File: src/rtl/core_pkg.sv
// core_pkg: shared fetch FSM states, fault cause codes and reset PC default
package core_pkg;

    typedef enum logic [2:0] {
        BOOT,
        REQ,
        WAIT,
        HOLD,
        FAULT
    } fetch_state_t;

    localparam logic [1:0] FC_NONE     = 2'd0;
    localparam logic [1:0] FC_BUS      = 2'd1;
    localparam logic [1:0] FC_MISALIGN = 2'd2;

    localparam logic [31:0] CORE_RESET_PC = 32'h0000_0000;

endpackage

File: src/rtl/pc_reg.sv
// pc_reg: program counter flop with load enable and wrapping pc+4 adder
module pc_reg #(
    parameter int              XLEN     = 32,
    parameter logic [XLEN-1:0] RESET_PC = '0
) (
    input  logic            clk,
    input  logic            rst,
    input  logic            i_load,
    input  logic [XLEN-1:0] i_d,
    output logic [XLEN-1:0] o_pc,
    output logic [XLEN-1:0] o_pc_plus4
);

    logic [XLEN-1:0] r_pc;

    // PC changes only when decode consumes the current instruction
    always_ff @(posedge clk or posedge rst)
        if (rst) r_pc <= RESET_PC;
        else if (i_load) r_pc <= i_d;

    assign o_pc       = r_pc;
    assign o_pc_plus4 = r_pc + XLEN'(4);

endmodule

File: src/rtl/pc_fetch_unit.sv
// pc_fetch_unit: single-outstanding instruction fetch with PC ownership and decode handshake
module pc_fetch_unit
    import core_pkg::*;
#(
    parameter int              XLEN     = 32,
    parameter logic [XLEN-1:0] RESET_PC = CORE_RESET_PC
) (
    input  logic            clk,
    input  logic            rst,
    output logic            imem_req,
    output logic [XLEN-1:0] imem_addr,
    input  logic            imem_gnt,
    input  logic            imem_rvalid,
    input  logic [XLEN-1:0] imem_rdata,
    input  logic            imem_err,
    output logic [XLEN-1:0] instr,
    output logic            instr_valid,
    input  logic            instr_ready,
    output logic [XLEN-1:0] pc,
    output logic [XLEN-1:0] pc_plus4,
    input  logic [XLEN-1:0] next_pc,
    output logic            fetch_fault,
    output logic [1:0]      fault_cause,
    output logic [31:0]     fetch_count
);

    fetch_state_t    r_state;
    logic [XLEN-1:0] r_instr;
    logic [1:0]      r_cause;
    logic [31:0]     r_count;
    logic            w_consume;

    assign w_consume = (r_state == HOLD) && instr_ready;

    pc_reg #(.XLEN(XLEN), .RESET_PC(RESET_PC)) u_pc_reg (
        .clk        (clk),
        .rst        (rst),
        .i_load     (w_consume),
        .i_d        (next_pc),
        .o_pc       (pc),
        .o_pc_plus4 (pc_plus4)
    );

    // Fetch sequencing, instruction capture, fault latching and consume counting
    always_ff @(posedge clk or posedge rst)
        if (rst) begin
            r_state <= BOOT;
            r_instr <= '0;
            r_cause <= FC_NONE;
            r_count <= '0;
        end else begin
            case (r_state)
                BOOT: r_state <= REQ;
                REQ:  if (imem_gnt) r_state <= WAIT;
                WAIT: if (imem_rvalid) begin
                    if (imem_err) begin
                        r_cause <= FC_BUS;
                        r_state <= FAULT;
                    end else begin
                        r_instr <= imem_rdata;
                        r_state <= HOLD;
                    end
                end
                HOLD: if (instr_ready) begin
                    r_count <= r_count + 32'd1;
                    if (next_pc[1:0] != 2'b00) begin
                        r_cause <= FC_MISALIGN;
                        r_state <= FAULT;
                    end else begin
                        r_state <= REQ;
                    end
                end
                default: r_state <= r_state;
            endcase
        end

    assign imem_req    = (r_state == REQ);
    assign imem_addr   = pc;
    assign instr       = r_instr;
    assign instr_valid = (r_state == HOLD);
    assign fetch_fault = (r_state == FAULT);
    assign fault_cause = r_cause;
    assign fetch_count = r_count;

endmodule

File: config.mk
export PLATFORM = sky130hd
export DESIGN_NAME = pc_fetch_unit
export DESIGN_NICKNAME = d
export VERILOG_FILES = /design/src/rtl/core_pkg.sv /design/src/rtl/pc_reg.sv /design/src/rtl/pc_fetch_unit.sv
export SDC_FILE = /design/constraint.sdc
export NUM_CORES = 1
export LEC_CHECK = 0
export CAP_MARGIN = 10
export CORE_ASPECT_RATIO = 1.5
export CORE_MARGIN = 2
export CORE_UTILIZATION = 45
export DETAILED_ROUTE_END_ITERATION = 12
export DONT_BUFFER_PORTS = 1
export SYNTH_ARGS = -nofsm -noshare
export SYNTH_HDL_FRONTEND = slang
export SYNTH_SLANG_ARGS = --single-unit
File: constraint.sdc
create_clock -name clk -period 9.1 [get_ports clk]
set_input_delay 1.82 -clock clk [delete_from_list [all_inputs] [get_ports clk]]
set_output_delay 1.82 -clock clk [all_outputs]
set_load 0.05 [all_outputs]
==> results.md <==
* Post-CTS Setup Inserts at 0
* Final Util at 47.38%
* PortBufs at 0
* Diodes inserted at 0
* Routed WL at 11,300 microns
* Cell variety after synth at 38
* Storage cell area at 2527 sq um
* Pre-CTS WS at 3.987 ns
* Final Max Slew Viols at 0
* Final worst path period need at 5.478 ns
* Hold buffer count at cts at 0
* Most frequent cells in the layout: 114 x nand2_1, 101 x dfrtp_1, 33 x mux2_2, 31 x xnor2_1, 28 x xor2_1
* Quantity of gates resized following cts at 0
* CP Launch Type: register
* CP arrival at 3.66 ns
* Vias in the first global route at 3,331
* Worst Hold Class: register to register
* # rows at 47
* Most common cell after layout, fill and taps aside: nand2_1
* DP HPWL at 8108 microns
* GRT Total Usage at 18.67%
* Pin count of the biggest net entering global routing at 53
* Chip width at 90.03 microns
* RD Place Congestion at 0.7978
* Unrepaired setup endpoints after global routing: false
* Core footprint at 10,940 sq um
* Worst setup path category: register to output port
* Clock Latency Late Sink at 0.34 ns
* Highest Signal Layer: met4
* Mapped Cells at 483
* Met1 WL at 4287 microns
* Max_cap viols at 0
* Area of the multi-input gates at 2107 sq um
* Hold depth at 2
* Average size of a mapped cell at 10.34 sq um
* Die area at 11,980 sq um
* Area Overhead vs Synth at 3.732%
* Fraction of layout cells with a size suffix above 1 at 15.67%
* Worst-path clk slew at 0.08 ns
* CP required at 7.28 ns
* Routed wl met3 at 872 microns
* Setup Skew at 0.01006 ns
* R2R cell count at 4
* Warnings from Yosys at 0
* H-tree depth at 3
* CP max FO at 17
* Initial antenna violation count at 0
* CTS tree: built
* Synthesized Nets at 555
* Status: completed
* Slew @ Worst Pin at 1.166 ns
* TritonRoute pass-1 iters at 4
* Setup_tns at 0 ns
* CTS Buf Count at 9
* Dpl cells at 584
* Die H at 133.1 microns
* # IOs at 235
* Number of vias per cell at 5.495
* Post-route ant nets at 0
* Total congestion overflow at 0
* R2r setup slk at 6.49 ns
* FF+latch count, synth at 101
* Clock sinks at 101
* Fin nets at 520
* Mapped Area at 4996 sq um
* First-pass GRT wire length at 18,050 microns
* Sequential share of the synthesized area at 50.59%
* Wire length on met2 at 5940 microns
* Final worst slack at 3.622 ns
* Layout filler cell count at 1,068
* Hold Fails Final Rpt at 0
* Fmax at 182.5 MHz
* Routed len/inst at 18.83 microns
* Crit end category: output port
* Final Setup Violations at 0
* Non-Filler Instances at 600
* CTS root buf: clkbuf_16
* DR iter-0 viols at 114
* # DRC at 0
* Initial Util at 45.68%
* Final worst-path cycle share at 60.20%
* Clock buffer depth at 2
* Vias after detailed routing at 3,297
* Max-slew headroom at 21.74%
==> final cells by class <==
class                           count  area share [%]
Sequential cell                   101           48.77
Multi-Input combinational cell    321           40.66
Clock buffer                        9           4.346
Tap cell                          147           3.549
Clock inverter                      7           1.111
Timing Repair Buffer                6          0.8691
Inverter                            9          0.7001
==> cells in the mapped netlist <==
cell type  instances  area share [%]
nor4_4             1            0.43
o31ai_1            1            0.15
or3b_1             1            0.18
buf_1              2            0.15
buf_6              1            0.23
inv_1              9            0.68
xor2_1            28             4.9
nor4_2             8             2.0
nor3_2             1            0.20
buf_2              6            0.60
nor2_1             8            0.60
o32ai_1            1            0.18
nor2b_1            1            0.13
nand2b_1           1            0.13
o21ai_0            5            0.50
nand3_1           22             2.2
and4_1             5            0.88
nand4_2            1            0.25
and3b_1            1            0.18
or3_1              2            0.25
clkbuf_1           8            0.60
ha_1               2            0.50
dfrtp_1          101              51
nand2_1          114             8.6
and2_1             2            0.25
a21oi_1            4            0.40
a211oi_1           1            0.15
nand4_1           15             1.9
buf_4             35             5.3
mux2_2            33             7.4
o211ai_1           1            0.15
nand4b_4           1            0.48
and3_1             8             1.0
nor4_1             5            0.63
or2_2              2            0.25
nor3_1            14             1.4
xnor2_1           31             5.4
mux2_1             1            0.23
==> through the flow <==
stage                     cell area, sq um  hold WS, ns
after floorplan                       4996       0.5822
after global placement                4900       0.4636
after detailed placement              4900       0.4725
after CTS                             5182       0.4901
after global routing                  5182       0.5035
final                                 5182       0.4905
==> registers in the layout, summed over array words and instances (netlist names) <==
name           flops
r_state            3
instr             32
fault_cause        2
u_pc_reg.o_pc     32
fetch_count       32
==> metal layers <==
metal  vias to the layer above  global-route usage, %
met1                      1607                  21.81
met5                         -                      0
met3                        19                  5.524
met2                       154                  32.87
met4                         0                  5.983
li1                       1517                      -
==> worst max-delay path, cell delays in order, from the launching register on <==
cell and delay, ns:
dfrtp_1 1.01, and3_1 0.34, nand3_1 0.54, nor4_1 0.59
xor2_1 0.83
==> cells by family after synthesis <==
logic type	count (synthesis)	share of synthesized area, %
XOR/XNOR	59	10.34
AND/OR/NAND/NOR	213	21.86
multiplexers	34	7.663
flip-flops	101	50.59
buffers and inverters	61	7.513
adder cells (fa/ha/maj)	2	0.5008
AO/OA/AOI/OAI	13	1.528
==> worst paths after layout <==
check | to | from
worst min-delay path | u_pc_reg.o_pc[0] | u_pc_reg.o_pc[0]
max in group asynchronous | u_pc_reg.o_pc[22] | rst
worst max-delay path | pc_plus4[28] | u_pc_reg.o_pc[10]
min in group asynchronous | fetch_count[20] | rst
worst min register to register | u_pc_reg.o_pc[0] | u_pc_reg.o_pc[0]
worst max register to register | fetch_count[29] | fetch_count[12]
Power is not shown: default switching activity piles up to over one toggle a cycle in this logic, so the estimate is an artifact.
